## src/rtl/eth_pkg.sv

```systemverilog
// Shared Ethernet/IPv4/UDP receive definitions.
// Holds the one-hot receive state encoding and the protocol constants used
// by the UDP receive path. No ports.
package eth_pkg;

    // One-hot receive states
    typedef enum logic [6:0] {
        IDLE     = 7'b000_0001,
        PREAMBLE = 7'b000_0010,
        ETH_HEAD = 7'b000_0100,
        IP_HEAD  = 7'b000_1000,
        UDP_HEAD = 7'b001_0000,
        RX_DATA  = 7'b010_0000,
        RX_END   = 7'b100_0000
    } rx_state_e;

    localparam logic [15:0] ETH_TYPE_IPV4 = 16'h0800;
    localparam logic [7:0]  IP_PROTO_UDP  = 8'd17;
    localparam logic [7:0]  PREAMBLE_BYTE = 8'h55;
    localparam logic [7:0]  SFD_BYTE      = 8'hd5;

    localparam logic [47:0] MAC_BROADCAST   = 48'hff_ff_ff_ff_ff_ff;
    localparam logic [15:0] PREAMBLE_EXTRA  = 16'd6;   // 0x55 bytes after the first one
    localparam logic [15:0] ETH_HDR_LAST    = 16'd13;  // index of last Ethernet header byte
    localparam logic [15:0] UDP_HDR_LAST    = 16'd7;   // index of last UDP header byte
    localparam logic [15:0] UDP_HDR_BYTES   = 16'd8;

endpackage

```

## src/rtl/byte_packer.sv

```systemverilog
// Byte-to-word packer.
// Packs a stream of bytes MSB-first into DATA_W-bit words and emits a word
// one cycle after the byte that fills it, or after the byte flagged last.
// Ports:
//   clk, rst_n      clock and asynchronous active-low reset
//   byte_i          input byte
//   valid_i         byte_i is valid this cycle
//   last_i          byte_i is the final byte of the packet
//   flush_i         discard any partially packed word without emitting it
//   word_o          packed word, first byte in the MSBs, unused bytes zero
//   keep_o          byte-valid mask, MSB for the first byte
//   valid_o         one-cycle strobe, word_o/keep_o/last_o valid
//   last_o          word_o is the final word of the packet
module byte_packer #(
    parameter int DATA_W = 128
) (
    input  logic                clk,
    input  logic                rst_n,
    input  logic [7:0]          byte_i,
    input  logic                valid_i,
    input  logic                last_i,
    input  logic                flush_i,
    output logic [DATA_W-1:0]   word_o,
    output logic [DATA_W/8-1:0] keep_o,
    output logic                valid_o,
    output logic                last_o
);

    localparam int NB = DATA_W / 8;
    localparam int IW = (NB > 1) ? $clog2(NB) : 1;

    logic [IW-1:0]     idx_q, idx_d;
    logic [DATA_W-1:0] acc_q, acc_d;
    logic [NB-1:0]     acck_q, acck_d;
    logic [DATA_W-1:0] word_q, word_d;
    logic [NB-1:0]     keep_q, keep_d;
    logic              valid_q, valid_d;
    logic              last_q, last_d;
    logic [DATA_W-1:0] ins_word;
    logic [NB-1:0]     ins_keep;

    always_comb begin
        idx_d    = idx_q;
        acc_d    = acc_q;
        acck_d   = acck_q;
        word_d   = word_q;
        keep_d   = keep_q;
        valid_d  = 1'b0;
        last_d   = 1'b0;
        ins_word = acc_q;
        ins_keep = acck_q;

        // Accumulator with the incoming byte dropped into its slot
        for (int i = 0; i < NB; i++) begin
            if (idx_q == IW'(i)) begin
                ins_word[DATA_W-1-8*i -: 8] = byte_i;
                ins_keep[NB-1-i]            = 1'b1;
            end
        end

        if (flush_i) begin
            idx_d  = '0;
            acc_d  = '0;
            acck_d = '0;
        end else if (valid_i) begin
            if (last_i || idx_q == IW'(NB-1)) begin
                word_d  = ins_word;
                keep_d  = ins_keep;
                valid_d = 1'b1;
                last_d  = last_i;
                idx_d   = '0;
                acc_d   = '0;
                acck_d  = '0;
            end else begin
                idx_d  = idx_q + 1'b1;
                acc_d  = ins_word;
                acck_d = ins_keep;
            end
        end
    end

    always_ff @(posedge clk or negedge rst_n) begin
        if (!rst_n) begin
            idx_q   <= '0;
            acc_q   <= '0;
            acck_q  <= '0;
            word_q  <= '0;
            keep_q  <= '0;
            valid_q <= 1'b0;
            last_q  <= 1'b0;
        end else begin
            idx_q   <= idx_d;
            acc_q   <= acc_d;
            acck_q  <= acck_d;
            word_q  <= word_d;
            keep_q  <= keep_d;
            valid_q <= valid_d;
            last_q  <= last_d;
        end
    end

    assign word_o  = word_q;
    assign keep_o  = keep_q;
    assign valid_o = valid_q;
    assign last_o  = last_q;

endmodule

```

## src/rtl/udp_rx_wide.sv

```systemverilog
// GMII UDP receiver with a wide payload output.
// Parses preamble, Ethernet, IPv4 and UDP headers from a GMII byte stream,
// filters on MAC/IP/port, and delivers the UDP payload as DATA_W-bit words.
// Ports:
//   clk, rst_n              clock and asynchronous active-low reset
//   gmii_rx_dv, gmii_rxd    GMII receive valid and byte
//   rec_en                  one-cycle strobe, rec_data/rec_keep/rec_last valid
//   rec_data, rec_keep      payload word (first byte in MSBs) and byte mask
//   rec_last                final payload word of a packet
//   rec_pkt_done            one-cycle strobe when a good packet completes
//   rec_byte_num            payload length of the last good packet
//   rec_err                 one-cycle strobe when a frame is dropped
//   drop_cnt                saturating dropped-frame count
//
// state    | meaning
// IDLE     | waiting for the first 0x55 with rx_dv high
// PREAMBLE | counting six more 0x55 bytes, then the 0xd5 SFD
// ETH_HEAD | 14-byte MAC header: destination MAC and EtherType checks
// IP_HEAD  | IPv4 header: version, IHL, protocol, destination IP checks
// UDP_HEAD | 8-byte UDP header: port and length capture and checks
// RX_DATA  | payload bytes fed to the packer
// RX_END   | ignore the rest of the frame until rx_dv drops
module udp_rx_wide
    import eth_pkg::*;
#(
    parameter logic [47:0] BOARD_MAC      = 48'hff_ff_ff_ff_ff_ff,
    parameter logic [31:0] BOARD_IP       = 32'h0,
    parameter logic [15:0] BOARD_PORT     = 16'd1234,
    parameter bit          PORT_FILTER_EN = 1'b1,
    parameter int          DATA_W         = 128
) (
    input  logic                clk,
    input  logic                rst_n,
    input  logic                gmii_rx_dv,
    input  logic [7:0]          gmii_rxd,
    output logic                rec_en,
    output logic [DATA_W-1:0]   rec_data,
    output logic [DATA_W/8-1:0] rec_keep,
    output logic                rec_last,
    output logic                rec_pkt_done,
    output logic [15:0]         rec_byte_num,
    output logic                rec_err,
    output logic [15:0]         drop_cnt
);

    rx_state_e   state_q, state_d;
    logic [15:0] cnt_q, cnt_d;
    logic [47:0] mac_q, mac_d;
    logic [7:0]  type_hi_q, type_hi_d;
    logic [5:0]  ip_hlen_q, ip_hlen_d;
    logic [15:0] port_q, port_d;
    logic [15:0] ulen_q, ulen_d;
    logic [15:0] pay_len_q, pay_len_d;
    logic        pkt_done_q, pkt_done_d;
    logic [15:0] byte_num_q, byte_num_d;
    logic        err_q, err_d;
    logic [15:0] drop_q, drop_d;

    logic        pk_valid, pk_last, pk_flush;
    logic        err_now;
    logic [7:0]  ip_byte;

    // Expected destination-IP octet for header bytes 16..19
    always_comb begin
        ip_byte = BOARD_IP[31:24];
        case (cnt_q[1:0])
            2'd0:    ip_byte = BOARD_IP[31:24];
            2'd1:    ip_byte = BOARD_IP[23:16];
            2'd2:    ip_byte = BOARD_IP[15:8];
            default: ip_byte = BOARD_IP[7:0];
        endcase
    end

    always_comb begin
        state_d    = state_q;
        cnt_d      = cnt_q;
        mac_d      = mac_q;
        type_hi_d  = type_hi_q;
        ip_hlen_d  = ip_hlen_q;
        port_d     = port_q;
        ulen_d     = ulen_q;
        pay_len_d  = pay_len_q;
        pkt_done_d = 1'b0;
        byte_num_d = byte_num_q;
        err_d      = 1'b0;
        drop_d     = drop_q;
        pk_valid   = 1'b0;
        pk_last    = 1'b0;
        pk_flush   = 1'b0;
        err_now    = 1'b0;

        case (state_q)
            IDLE: begin
                if (gmii_rx_dv && gmii_rxd == PREAMBLE_BYTE) begin
                    state_d = PREAMBLE;
                    cnt_d   = '0;
                end
            end
            RX_END: begin
                if (!gmii_rx_dv) state_d = IDLE;
            end
            default: begin
                if (!gmii_rx_dv) begin
                    // Frame truncated: drop any partial word, keep words already sent
                    err_now  = 1'b1;
                    pk_flush = 1'b1;
                end else begin
                    case (state_q)
                        PREAMBLE: begin
                            if (cnt_q < PREAMBLE_EXTRA) begin
                                if (gmii_rxd == PREAMBLE_BYTE) cnt_d = cnt_q + 16'd1;
                                else                           err_now = 1'b1;
                            end else if (gmii_rxd == SFD_BYTE) begin
                                state_d = ETH_HEAD;
                                cnt_d   = '0;
                            end else begin
                                err_now = 1'b1;
                            end
                        end
                        ETH_HEAD: begin
                            cnt_d = cnt_q + 16'd1;
                            if (cnt_q < 16'd6)  mac_d     = {mac_q[39:0], gmii_rxd};
                            if (cnt_q == 16'd12) type_hi_d = gmii_rxd;
                            if (cnt_q == ETH_HDR_LAST) begin
                                if ((mac_q == BOARD_MAC || mac_q == MAC_BROADCAST) &&
                                    {type_hi_q, gmii_rxd} == ETH_TYPE_IPV4) begin
                                    state_d = IP_HEAD;
                                    cnt_d   = '0;
                                end else begin
                                    err_now = 1'b1;
                                end
                            end
                        end
                        IP_HEAD: begin
                            cnt_d = cnt_q + 16'd1;
                            if (cnt_q == 16'd0) begin
                                ip_hlen_d = {gmii_rxd[3:0], 2'b00};
                                if (gmii_rxd[7:4] != 4'd4 || gmii_rxd[3:0] < 4'd5) err_now = 1'b1;
                            end
                            if (cnt_q == 16'd9 && gmii_rxd != IP_PROTO_UDP) err_now = 1'b1;
                            if (cnt_q >= 16'd16 && cnt_q <= 16'd19 && gmii_rxd != ip_byte) err_now = 1'b1;
                            // Options (IHL > 5) are skipped by counting to the header length
                            if (cnt_q >= 16'd19 && cnt_q == {10'd0, ip_hlen_q} - 16'd1) begin
                                state_d = UDP_HEAD;
                                cnt_d   = '0;
                            end
                        end
                        UDP_HEAD: begin
                            cnt_d = cnt_q + 16'd1;
                            case (cnt_q)
                                16'd2:   port_d[15:8] = gmii_rxd;
                                16'd3:   port_d[7:0]  = gmii_rxd;
                                16'd4:   ulen_d[15:8] = gmii_rxd;
                                16'd5:   ulen_d[7:0]  = gmii_rxd;
                                default: ;
                            endcase
                            if (cnt_q == UDP_HDR_LAST) begin
                                if (ulen_q < UDP_HDR_BYTES) begin
                                    err_now = 1'b1;
                                end else if (PORT_FILTER_EN && port_q != BOARD_PORT) begin
                                    err_now = 1'b1;
                                end else if (ulen_q == UDP_HDR_BYTES) begin
                                    pkt_done_d = 1'b1;
                                    byte_num_d = '0;
                                    state_d    = RX_END;
                                end else begin
                                    pay_len_d = ulen_q - UDP_HDR_BYTES;
                                    state_d   = RX_DATA;
                                    cnt_d     = '0;
                                end
                            end
                        end
                        RX_DATA: begin
                            pk_valid = 1'b1;
                            if (cnt_q == pay_len_q - 16'd1) begin
                                // Registered alongside the packer's final word
                                pk_last    = 1'b1;
                                pkt_done_d = 1'b1;
                                byte_num_d = pay_len_q;
                                state_d    = RX_END;
                            end else begin
                                cnt_d = cnt_q + 16'd1;
                            end
                        end
                        default: state_d = IDLE;
                    endcase
                end
            end
        endcase

        if (err_now) begin
            err_d = 1'b1;
            if (drop_q != 16'hffff) drop_d = drop_q + 16'd1;
            // With rx_dv already low the frame is over, so skip straight past RX_END
            state_d = gmii_rx_dv ? RX_END : IDLE;
        end
    end

    always_ff @(posedge clk or negedge rst_n) begin
        if (!rst_n) begin
            state_q    <= IDLE;
            cnt_q      <= '0;
            mac_q      <= '0;
            type_hi_q  <= '0;
            ip_hlen_q  <= '0;
            port_q     <= '0;
            ulen_q     <= '0;
            pay_len_q  <= '0;
            pkt_done_q <= 1'b0;
            byte_num_q <= '0;
            err_q      <= 1'b0;
            drop_q     <= '0;
        end else begin
            state_q    <= state_d;
            cnt_q      <= cnt_d;
            mac_q      <= mac_d;
            type_hi_q  <= type_hi_d;
            ip_hlen_q  <= ip_hlen_d;
            port_q     <= port_d;
            ulen_q     <= ulen_d;
            pay_len_q  <= pay_len_d;
            pkt_done_q <= pkt_done_d;
            byte_num_q <= byte_num_d;
            err_q      <= err_d;
            drop_q     <= drop_d;
        end
    end

    byte_packer #(
        .DATA_W (DATA_W)
    ) u_packer (
        .clk     (clk),
        .rst_n   (rst_n),
        .byte_i  (gmii_rxd),
        .valid_i (pk_valid),
        .last_i  (pk_last),
        .flush_i (pk_flush),
        .word_o  (rec_data),
        .keep_o  (rec_keep),
        .valid_o (rec_en),
        .last_o  (rec_last)
    );

    assign rec_pkt_done = pkt_done_q;
    assign rec_byte_num = byte_num_q;
    assign rec_err      = err_q;
    assign drop_cnt     = drop_q;

endmodule
```

## config.mk

```make
export PLATFORM = sky130hd
export DESIGN_NAME = udp_rx_wide
export DESIGN_NICKNAME = d
export VERILOG_FILES = /design/src/rtl/eth_pkg.sv /design/src/rtl/byte_packer.sv /design/src/rtl/udp_rx_wide.sv
export SDC_FILE = /design/constraint.sdc
export NUM_CORES = 1
export LEC_CHECK = 0
export ABC_AREA = 1
export BUFFER_PORTS_ARGS = -buffer_cell sky130_fd_sc_hd__buf_2
export CORE_ASPECT_RATIO = 1.75
export CORE_UTILIZATION = 50
export CTS_CLUSTER_DIAMETER = 30
export DETAILED_ROUTE_END_ITERATION = 10
export PLACE_DENSITY = 0.69
export SYNTH_ARGS = -nofsm -noshare
export SYNTH_HDL_FRONTEND = slang
export SYNTH_SLANG_ARGS = --single-unit
```

## constraint.sdc

```tcl
create_clock -name clk -period 7.8 [get_ports clk]
set_clock_uncertainty 0.2 [all_clocks]
set_input_delay 1.95 -clock clk [delete_from_list [all_inputs] [get_ports clk]]
set_output_delay 1.95 -clock clk [all_outputs]
set_load 0.02 [all_outputs]
```

# Word level (Yosys, flattened, before mapping)

Index checks and enable logic that the tools add are counted.

Register bits: 459
Output and inout bits: 180
Word-level logic and storage cells: 247
Input port bits: 11

Equality and inequality tests: 61
Reductions and logical operators: 30
Multiplexer cells: 117
Bitwise gates (word level): 6
$add $sub $neg: 6
Order comparisons: 6

Operators by type and width:

| operator              | count |
|---|---|
| $mux 128              | 3 |
| $mux 16               | 21 |
| $mux 8                | 16 |
| $mux 7                | 15 |
| $pmux 16 s5           | 1 |
| $eq 16x4->1 const B   | 4 |
| $pmux 16 s2           | 2 |
| $mux 1                | 52 |
| $eq 16x3->1 const B   | 3 |
| $eq 48x48->1 const B  | 1 |
| $ne 5x5->1 const B    | 8 |
| $pmux 7 s5            | 1 |
| $add 16x1->16 const B | 2 |
| $eq 16x16->1          | 2 |
| $eq 16x2->1 const B   | 2 |
| $eq 4x4->1 const B    | 8 |
| $ge 16x5->1 const B   | 2 |
| $reduce_and 4->1      | 7 |
| $eq 16x12->1 const B  | 1 |
| $eq 4x3->1 const B    | 4 |
| $le 16x5->1 const B   | 1 |
| $logic_not 16->1      | 1 |
| $lt 16x3->1 const B   | 1 |
| $lt 16x4->1 const B   | 1 |
| 43 further kinds      | 67 |

# Longest topological paths before layout

Gate-level depths: netlist of run 1.

Depth after elaboration: 11
Depth in mapped cells: 19
Depth with buffers taken out: 19

# Hierarchy

Synthesis of run 1 repeated with hierarchy kept, for this count alone.

Cells, all modules: 2,938
Area, all modules: 22,776.8 µm²

By module, submodules not included:

| module      | seq. area each (µm²) | times used | area each (µm²) | cells an instance |
|---|---|---|---|---|
| byte_packer | 7,357.1              | 1          | 13,138.9        | 1,728 |
| udp_rx_wide | 4,130.2              | 1          | 9,638.0         | 1,210 |

# Least setup slack after synthesis of run 1

No wires, ideal clock.

Kind: input to register
Start point: input gmii_rxd[5]
End point: register drop_q[12] (netlist: drop_cnt[12])
Path slack: 4.125 ns
Required time: 7.483 ns
Stages on the path: 15
Setup time: 0.117 ns
Path buffers: 2
Data arrival time: 3.358 ns
Cells stage by stage: nor2_1 nand2_1 nor2_1 nand3_1 nor2_1 nand2_1 nand2_1 nand2_1 nor2_2 nand2_1 and3_1 buf_4 buf_6 nand2_1 nand2_1

Word-level cells in the longest chain between the ends: 10
Elaborated cells on any way between the ends: 23
Those cells by class: eq/ne: 5; mux: 12; reduce/logical: 6

RTL lines:

| element                               | RTL line           | RTL |
|---|---|---|
| start, declared                       | udp_rx_wide.sv:35  | `input logic [7:0] gmii_rxd,` |
| $ne 4x3->1                            | udp_rx_wide.sv:138 | `if (gmii_rxd[7:4] != 4'd4 \|\| gmii_rxd[3:0] < 4'd5) err_now = 1'b1;` |
| $logic_or 1x1->1                      | udp_rx_wide.sv:138 |  |
| $mux 1                                | udp_rx_wide.sv:138 |  |
| $mux 1                                | udp_rx_wide.sv:136 | `if (cnt_q == 16'd0) begin` |
| $mux 1                                | udp_rx_wide.sv:140 | `if (cnt_q == 16'd9 && gmii_rxd != IP_PROTO_UDP) err_now = 1'b1;` |
| $mux 1                                | udp_rx_wide.sv:141 | `if (cnt_q >= 16'd16 && cnt_q <= 16'd19 && gmii_rxd != ip_byte) err_now = 1'b1;` |
| $pmux 1 s4 (*)                        | udp_rx_wide.sv:108 | `case (state_q)` |
| $mux 1 (*)                            | udp_rx_wide.sv:103 | `if (!gmii_rx_dv) begin` |
| $mux 1 (*)                            | udp_rx_wide.sv:92  | `case (state_q)` |
| $reduce_and 2->1 (no source line) (*) | -                  |  |
| end signal, assigned                  | udp_rx_wide.sv:225 | `drop_q <= drop_d;` |
| end, declared                         | udp_rx_wide.sv:57  | `logic [15:0] drop_q, drop_d;` |

Every way passes the cells marked *; elsewhere a longest branch is shown, timed or not.
A chain may end at the register's enable or synchronous reset.

# Worst setup path in the final report of run 1

Start point: register pay_len_q[0]
End point: register u_packer.keep_q[3] (netlist: u_packer.keep_o[3])

Word-level cells in the longest chain between the ends: 8

RTL lines:

| element                           | RTL line           | RTL |
|---|---|---|
| start, declared                   | udp_rx_wide.sv:53  | `logic [15:0] pay_len_q, pay_len_d;` |
| start signal, assigned            | udp_rx_wide.sv:221 | `pay_len_q <= pay_len_d;` |
| $sub 16x1->16                     | udp_rx_wide.sv:175 | `if (cnt_q == pay_len_q - 16'd1) begin` |
| $eq 16x16->1                      | udp_rx_wide.sv:175 |  |
| $mux 1                            | udp_rx_wide.sv:175 |  |
| $mux 1                            | udp_rx_wide.sv:108 |  |
| $mux 1                            | udp_rx_wide.sv:103 |  |
| $mux 1                            | udp_rx_wide.sv:92  |  |
| $logic_or 1x1->1                  | byte_packer.sv:66  | `if (last_i \|\| idx_q == IW'(NB-1)) begin` |
| $reduce_and 3->1 (no source line) | -                  |  |
| end signal, assigned              | byte_packer.sv:96  | `keep_q <= keep_d;` |
| end, declared                     | byte_packer.sv:36  | `logic [NB-1:0] keep_q, keep_d;` |

Every way passes these cells.

==> results of run 1 <==
[metal layers]
metal / wire length (um) / share of wire [%] / vias to the layer above
met5: 0 / 0 / -
met4: 2710 / 4.3 / 0
met3: 2820 / 4.5 / 150
met2: 32500 / 52 / 549
met1: 25000 / 40 / 9216
li1: - / - / 9154
[sequential cells by signal (all words and copies together), names as in the netlist, 4 cells and up]
register         count
type_hi_q            8
drop_cnt            16
ulen_q              16
ip_hlen_q            4
u_packer.acc_q     128
state_q              7
pay_len_q           16
u_packer.idx_q       4
mac_q               48
u_packer.keep_o     16
cnt_q               16
port_q              16
rec_byte_num        16
u_packer.acck_q     16
u_packer.word_o    128
[synthesized netlist by cell type, drive strengths merged]
master,count,area [um2]
xor2,41,359
o211ai,1,7.51
clkbuf,94,355
nand4,38,244
inv,154,578
o22ai,11,68.8
a21oi,108,541
nand2,854,3230
nand3b,139,1040
xnor2,19,166
a41oi,1,8.76
nor2,246,980
or2,2,12.5
nand3,109,561
nor3,27,135
dfrtp,458,11500
a211oi,1,7.51
clkinv,1,3.75
o21ai,303,1520
a31oi,1,6.26
and3,4,25.0
nor2b,1,6.26
dfstp,1,26.3
and2,3,18.8
mux2,34,383
nor4,14,93.8
buf,57,387
ha,12,150
[cells in the final DEF, fill, tap and decap left out, types with 13 or more instances in the layout]
cell and count:
nand2_1 845, nand4_1 37, inv_8 13, mux2_2 34
nor3_1 27, o21ai_1 21, dfrtp_1 458, nor4_1 13
a21oi_1 108, xor2_1 41, buf_4 16, nand3_1 106
o21ai_0 282, xnor2_1 19, nor2_1 233, nand3b_1 139
inv_1 146, clkbuf_16 69, buf_2 189
[kinds of logic (layout without fill, tap and decap cells)]
kind of cell / Yosys count / in the layout / synth area share, %
multiplexers: 34 / 34 / 1.71
flip-flops: 459 / 459 / 51.3
AND/OR/NAND/NOR: 1437 / 1437 / 28.4
XOR/XNOR: 60 / 60 / 2.35
AO/OA/AOI/OAI: 426 / 426 / 9.63
other: 0 / 1 / 0
buffers and inverters: 306 / 487 / 5.92
adder cells (fa/ha/maj): 12 / 12 / 0.671
[critical path: stages, from the launching register on]
cell     delay, ns
dfrtp_1       0.41
inv_1         0.17
ha_1          0.31
nand2_2       0.12
nor2_1        0.16
nand2_1       0.08
xor2_1        0.23
nand3_1       0.13
nor2_1        0.21
nand4_1       0.32
nand2_4       0.73
nand2_4       0.83
buf_4         0.57
nand2_1       0.13
nand2_1       0.07
[layout make-up]
type / count / area (um2) / area share (%)
diodes: 1 / 2.50 / 0.00968
clock buffers: 81 / 1860 / 7.20
clock inverters: 43 / 505 / 1.95
inverters: 155 / 584 / 2.26
multi-input cells: 1969 / 9580 / 37.1
flip-flops and latches: 459 / 11500 / 44.4
well taps: 572 / 716 / 2.77
repair buffers: 208 / 1120 / 4.33
[final timing paths]
kind | endpoint | slack, ns | depth (start not counted)
max | u_packer.keep_o[3] | 2.92 | 14
min | u_packer.word_o[85] | 0.27 | 2
max reg2reg | u_packer.keep_o[3] | 2.92 | 14
min reg2reg | u_packer.word_o[85] | 0.27 | 2
max in group asynchronous | u_packer.acc_q[49] | 4.54 | 2
min in group asynchronous | drop_cnt[10] | 1.20 | 1
[power by group through the flow]
stage | registers (mW) | clock network [mW] | logic (mW)
finish | 2.54 | 3.13 | 0.820
global route | 2.55 | 3.28 | 0.912
CTS | 2.54 | 3.17 | 0.818
detailed placement | 2.58 | 0 | 0.815
global placement | 2.58 | 0 | 0.806
floorplan | 2.60 | 0 | 0.527
==> results.json, run 1 <==
{
  "p_int_mw": 4.53,
  "critPathArrivalTime_ns": 5.15,
  "path_max_fanout": 98,
  "p_leak_nw": 13.0,
  "track_usage_pct": 28.2,
  "gp_congestion": 0.935,
  "ant_nets": 0,
  "period_needed_ns": 4.88,
  "design.core.area_mm2": 0.0442,
  "drtIter0Drc": 1796,
  "end_kind": "flip-flop",
  "grtUsageMet2_pct": 49.2,
  "die_h_um": 282,
  "cellPowerDensity_mw_per_mm2": 251,
  "layout-drive-gt1-share_pct": 13.8,
  "hp-class": "flip-flop to flip-flop",
  "seq_area_frac_synth_pct": 51.3,
  "io_buffers": 190,
  "crit_type": "flip-flop to flip-flop",
  "dieArea_mm2": 0.0456,
  "worstReg2RegStart": "pay_len_q[0]",
  "cts_root_buffer": "clkbuf_16",
  "finalNetCount": 2884,
  "p_clk_share_pct": 48.2,
  "clock_sinks": 459,
  "yosysWarnings": 0,
  "synth_area_mm2": 0.0224,
  "timing.hold.ws_ns": 0.267,
  "synth-seq-cells": 459,
  "sequentialPowerShare_pct": 39.2,
  "cts_tree": "yes",
  "swShare_pct": 30.2,
  "clkTransAtPathRegs_ns": 0.06,
  "placementRows": 102,
  "hold_start": "u_packer.word_o[85]",
  "fin_ws_ns": 2.92,
  "detailedPlacementHpwl_um": 41200,
  "hold_viol_final": 0,
  "grt.met3_usage_pct": 3.74,
  "placed_cells": 3363,
  "cts_resized": 0,
  "grt_max_degree": 167,
  "cts_max_level": 3,
  "instances_no_fill": 3488,
  "rsz0062_at_grt": "false",
  "nFillCells": 4035,
  "overflow": 0,
  "first_global_vias": 18800,
  "drcViolationCount": 0,
  "cts-buffers-inserted": 68,
  "antenna_found_initial": 1,
  "start_util_pct": 50.7,
  "syn_nets": 2757,
  "grt_pass1_wl_um": 101000,
  "fmax_ghz": 0.205,
  "synth_cell_types": 42,
  "grt.met1_usage_pct": 34.1,
  "total_power_mw": 6.50,
  "p_sw_mw": 1.96,
  "run_status": "complete, no violations",
  "dpl_worst_slack_ns": 2.65,
  "crit_path_start": "pay_len_q[0]",
  "crit_required_ns": 8.07,
  "fp.dieW_um": 162,
  "cts_hold_buffers": 0,
  "fin_util_pct": 58.6,
  "setup_viol": 0,
  "avgViaCountPerCell": 5.47,
  "final.period_utilization_pct": 62.6,
  "busiest_layer": "met2",
  "drt-pass1-iter-count": 6,
  "design_area_mm2": 0.0259,
  "vdd_drop_max_uv": 209,
  "clock_path_buffers": 3,
  "fin_setup_tns_ns": 0,
  "vias": 19100,
  "wl_per_cell_um": 18.1,
  "io_pins": 191,
  "startpoint_type": "flip-flop",
  "maxSlewHeadroom_pct": 24.7,
  "avgSynthCellArea_um2": 8.18,
  "wl_um": 63000,
  "post_cts_buffers": 0,
  "area_growth_pct": 15.6,
  "drv_slew": 0,
  "max_cap_violations": 0,
  "syn_inst": 2734,
  "pwr-share-comb_pct": 12.6,
  "clock_latency_ns": 0.60,
  "dpl_cell_area_mm2": 0.0235,
  "tightest_slew_ns": 1.13
}
No activity file was read; power rests on OpenSTA's default activity.
==> run 2: changes to the inputs <==
PLACE_DENSITY = 0.71   (was 0.69)
clock period = 4 ns   (was 7.8 ns; I/O delays follow)
==> run 2 against run 1 <==
Compared with the run above: register-to-register slack worse by 2.6 ns; first-iteration DRC count is 18% lower; sequential share of layout area down 0.73 points; routed wire length up 4.4%.
==> results.json, run 2 (synthesis results as in run 1) <==
{
  "fp.dieW_um": 162,
  "clock_sinks": 459,
  "io_pins": 191,
  "first_global_vias": 19400,
  "worstReg2RegStart": "pay_len_q[0]",
  "crit_type": "flip-flop to flip-flop",
  "cts-buffers-inserted": 71,
  "die_h_um": 282,
  "tightest_slew_ns": 1.12,
  "path_max_fanout": 52,
  "max_cap_violations": 0,
  "p_sw_mw": 3.92,
  "wl_um": 65800,
  "design.core.area_mm2": 0.0442,
  "vias": 19400,
  "clkTransAtPathRegs_ns": 0.05,
  "setup_viol": 0,
  "rsz0062_at_grt": "false",
  "fin_util_pct": 59.5,
  "crit_required_ns": 4.32,
  "dieArea_mm2": 0.0456,
  "clock_latency_ns": 0.61,
  "fin_ws_ns": 0.358,
  "cts_hold_buffers": 0,
  "finalNetCount": 2914,
  "fmax_ghz": 0.275,
  "ant_nets": 0,
  "drt-pass1-iter-count": 6,
  "drtIter0Drc": 1477,
  "critPathArrivalTime_ns": 3.96,
  "detailedPlacementHpwl_um": 44100,
  "layout-drive-gt1-share_pct": 14.8,
  "track_usage_pct": 29.3,
  "run_status": "complete, no violations",
  "final.period_utilization_pct": 91.0,
  "gp_congestion": 0.968,
  "p_clk_share_pct": 49.0,
  "area_growth_pct": 17.5,
  "io_buffers": 190,
  "vdd_drop_max_uv": 328,
  "grt_max_degree": 98,
  "r2r_setup_slack_ns": 0.36,
  "reg2reg_to": "u_packer.word_o[6]",
  "worstRegToRegCells": 16,
  "cts_max_level": 3,
  "period_needed_ns": 3.64,
  "fin_setup_tns_ns": 0,
  "cts_resized": 0,
  "drv_slew": 0,
  "cts_root_buffer": "clkbuf_16",
  "drcViolationCount": 0,
  "layout_common_cells": "845 x nand2_1, 458 x dfrtp_1, 282 x o21ai_0",
  "hold_viol_final": 0,
  "grt_pass1_wl_um": 104000,
  "wl_per_cell_um": 18.7,
  "avgViaCountPerCell": 5.52,
  "p_int_mw": 9.12,
  "swShare_pct": 30.0,
  "sequentialPowerShare_pct": 38.1,
  "end_kind": "flip-flop",
  "hp-class": "primary input to async pin",
  "pwr-share-comb_pct": 13.0,
  "maxSlewHeadroom_pct": 24.8,
  "post_cts_buffers": 0,
  "dpl_worst_slack_ns": 0.367,
  "placementRows": 102,
  "p_leak_nw": 13.3,
  "timing.hold.ws_ns": 0.230,
  "clock_path_buffers": 3,
  "cellPowerDensity_mw_per_mm2": 496,
  "antenna_found_initial": 0,
  "start_util_pct": 50.7,
  "mostFrequentLayoutCell": "nand2_1",
  "startpoint_type": "flip-flop",
  "cts_tree": "yes",
  "overflow": 0
}
==> run 2: cell count changes in the layout (fill, tap and decap cells not counted), sizes merged <==
cell      delta
buf         +27
clkinv      +16
bufinv       +4
clkbuf       -3
inv         -13
clkinvlp     +3
==> run 2: metrics by stage <==
step	power, mW	instances	instance area [um2]
after floorplan	6.10	2734	22400
after global placement	6.69	3390	23800
after detailed placement	6.71	3390	23800
after CTS	13.1	3521	26300
after global routing	13.6	3521	26300
final	13.0	3522	26300
==> run 2: worst max-delay path, stage by stage (launching register included) <==
cell	delay [ns]
dfrtp_1	0.40
inv_1	0.17
ha_1	0.31
nand2_1	0.13
nor2_1	0.17
nand3_1	0.11
nand2_1	0.09
nand2_1	0.08
nor2_1	0.09
nand2_1	0.07
nor2_1	0.14
nand4_1	0.28
nand2_4	0.40
buf_12	0.31
buf_4	0.37
nand3b_1	0.13
nand2_1	0.09
==> run 2: per-layer routing <==
metal	GRT usage, %	vias up	share of wire (%)
met2	51.6	679	52
li1	-	9203	-
met4	17.5	0	5.5
met3	4.53	183	5.2
met5	0	-	0
met1	33.2	9364	37
==> run 2: worst max-delay path by stage <==
stage,cells after the start,to,start,slack [ns]
after global placement,16,u_packer.word_o[41],pay_len_q[0],0.48
after CTS,16,u_packer.word_o[6],pay_len_q[0],0.37
after floorplan,15,drop_cnt[12],gmii_rxd[5],1.28
after detailed placement,16,u_packer.word_o[28],pay_len_q[0],0.37
final,16,u_packer.word_o[6],pay_len_q[0],0.36
after global routing,16,u_packer.word_o[20],pay_len_q[0],0.08
==> run 2: layout make-up <==
class / instances / area [um2]
timing repair buffer: 235 / 1400
clock inverter: 53 / 679
multi-input combinational: 1969 / 9580
antenna: 1 / 2.50
sequential: 459 / 11500
clock buffer: 78 / 1840
inverter: 155 / 584
tap: 572 / 716
fill: 3932 / 17900
==> run 2: power groups by stage <==
stage	sequential [mW]	clock [mW]	combinational (mW)
2_1_floorplan	5.07	0	1.03
3_3_place_gp	5.04	0	1.65
3_5_place_dp	5.04	0	1.67
4_1_cts	4.97	6.47	1.67
5_1_grt	4.98	6.71	1.86
6_report	4.97	6.39	1.69
==> run 3: changes to the inputs <==
CORE_UTILIZATION = 45   (was 50)
PLACE_DENSITY = 0.65   (was 0.71)
==> run 3 against run 2 <==
Compared with the run above: combinational power decreased by 2%; sequential power is essentially flat; clock-buffer cell count grew 11.
==> results.json, run 3 (synthesis results as in run 1) <==
{
  "grt_pass1_wl_um": 102000,
  "max_cap_violations": 0,
  "post_cts_buffers": 0,
  "cts_resized": 0,
  "p_clk_share_pct": 50.3,
  "swShare_pct": 30.1,
  "final.period_utilization_pct": 92.0,
  "multi_input_area_mm2": 0.00958,
  "hp-class": "primary input to async pin",
  "reg2reg_to": "u_packer.word_o[113]",
  "clock_latency_ns": 0.61,
  "p_int_mw": 9.29,
  "rsz0062_at_grt": "false",
  "sequentialPowerShare_pct": 37.3,
  "hold_viol_final": 0,
  "clock_sinks": 459,
  "first_global_vias": 19300,
  "gp_congestion": 0.944,
  "cts_root_buffer": "clkbuf_16",
  "overflow": 0,
  "diodes": 0,
  "detailedPlacementHpwl_um": 42000,
  "worstRegToRegCells": 14,
  "track_usage_pct": 25.6,
  "grt_max_degree": 116,
  "design.core.area_mm2": 0.0489,
  "avgViaCountPerCell": 5.34,
  "drtIter0Drc": 1402,
  "pwr-share-comb_pct": 12.4,
  "critPathArrivalTime_ns": 3.93,
  "layout_common_cells": "845 x nand2_1, 458 x dfrtp_1, 282 x o21ai_0",
  "fin_setup_tns_ns": 0,
  "clkTransAtPathRegs_ns": 0.06,
  "finalNetCount": 2912,
  "clock_path_buffers": 3,
  "total_power_mw": 13.3,
  "dieArea_mm2": 0.0507,
  "tightest_slew_ns": 1.02,
  "layout-drive-gt1-share_pct": 14.8,
  "startpoint_type": "flip-flop",
  "fmax_ghz": 0.272,
  "io_buffers": 190,
  "worstReg2RegStart": "pay_len_q[0]",
  "maxSlewHeadroom_pct": 31.9,
  "fp.dieW_um": 171,
  "drcViolationCount": 0,
  "wl_um": 63900,
  "antenna_found_initial": 0,
  "p_sw_mw": 4.01,
  "run_status": "complete, no violations",
  "vias": 19300,
  "r2r_setup_slack_ns": 0.32,
  "placementRows": 107,
  "cts_hold_buffers": 0,
  "drv_slew": 0,
  "area_growth_pct": 18.5,
  "drt-pass1-iter-count": 7,
  "cts-buffers-inserted": 77,
  "ant_nets": 0,
  "crit_type": "flip-flop to flip-flop",
  "period_needed_ns": 3.68,
  "end_kind": "flip-flop",
  "cts_tree": "yes",
  "start_util_pct": 45.8,
  "mostFrequentLayoutCell": "nand2_1",
  "die_h_um": 297,
  "setup_viol": 0,
  "seqCellArea_mm2": 0.0115,
  "cellPowerDensity_mw_per_mm2": 502,
  "nFillCells": 4568,
  "wl_per_cell_um": 17.7,
  "p_leak_nw": 13.3,
  "cts_max_level": 3,
  "crit_required_ns": 4.25,
  "vdd_drop_max_uv": 357,
  "path_max_fanout": 108,
  "io_pins": 191
}
==> run 3: worst max-delay path by stage <==
stage	end	slack (ns)	startpoint	cells after the start
6_report	u_packer.word_o[113]	0.32	pay_len_q[0]	14
5_1_grt	u_packer.word_o[113]	0.12	pay_len_q[0]	14
4_1_cts	u_packer.word_o[108]	0.38	pay_len_q[0]	13
3_5_place_dp	u_packer.word_o[90]	0.42	pay_len_q[0]	13
3_3_place_gp	u_packer.word_o[90]	0.49	pay_len_q[0]	13
2_1_floorplan	drop_cnt[12]	1.28	gmii_rxd[5]	15
==> run 3: metal layers <==
metal,GRT usage (%),wire length [um]
met5,0,0
met4,12.3,2650
met3,3.66,2750
met2,45.6,33400
met1,29.7,25100
==> run 3: power groups by stage <==
stage / Combinational, mW / Sequential, mW / Clock (mW)
floorplan: 1.03 / 5.07 / 0
global placement: 1.62 / 5.03 / 0
detailed placement: 1.64 / 5.03 / 0
CTS: 1.65 / 4.95 / 6.80
global route: 1.82 / 4.97 / 7.02
finish: 1.65 / 4.95 / 6.69
==> run 3: area by class of cell <==
type                    instances  area share, %
repair buffers                227           5.14
inverters                     155           2.20
flip-flops and latches        459           43.3
clock buffers                  89           7.71
well taps                     654           3.09
clock inverters                55           2.37
multi-input cells            1969           36.2
==> run 3: per-stage QoR <==
stage               instances  worst slack (ns)  instance area [um2]  util, %  hold slack (ns)
floorplan                2734              1.28                22400        -            0.244
global placement         3464             0.486                23800     48.8            0.251
detailed placement       3464             0.423                23800     48.8            0.254
CTS                      3608             0.384                26500     54.3            0.182
global route             3608             0.117                26500     54.3            0.208
finish                   3608             0.319                26500     54.3            0.179
==> run 3: worst max-delay path: stages (launching register included) <==
cell and delay (ns):
dfrtp_1 0.41, inv_1 0.17, ha_1 0.31, nand2_2 0.12, nor2_1 0.16, nand2_1 0.08, xor2_1 0.28, nand3_1 0.12
nor2_1 0.24, nand4_1 0.32, nand2_4 0.44, nand2_4 0.10, buf_12 0.23, nand2_1 0.15, nand2_1 0.06
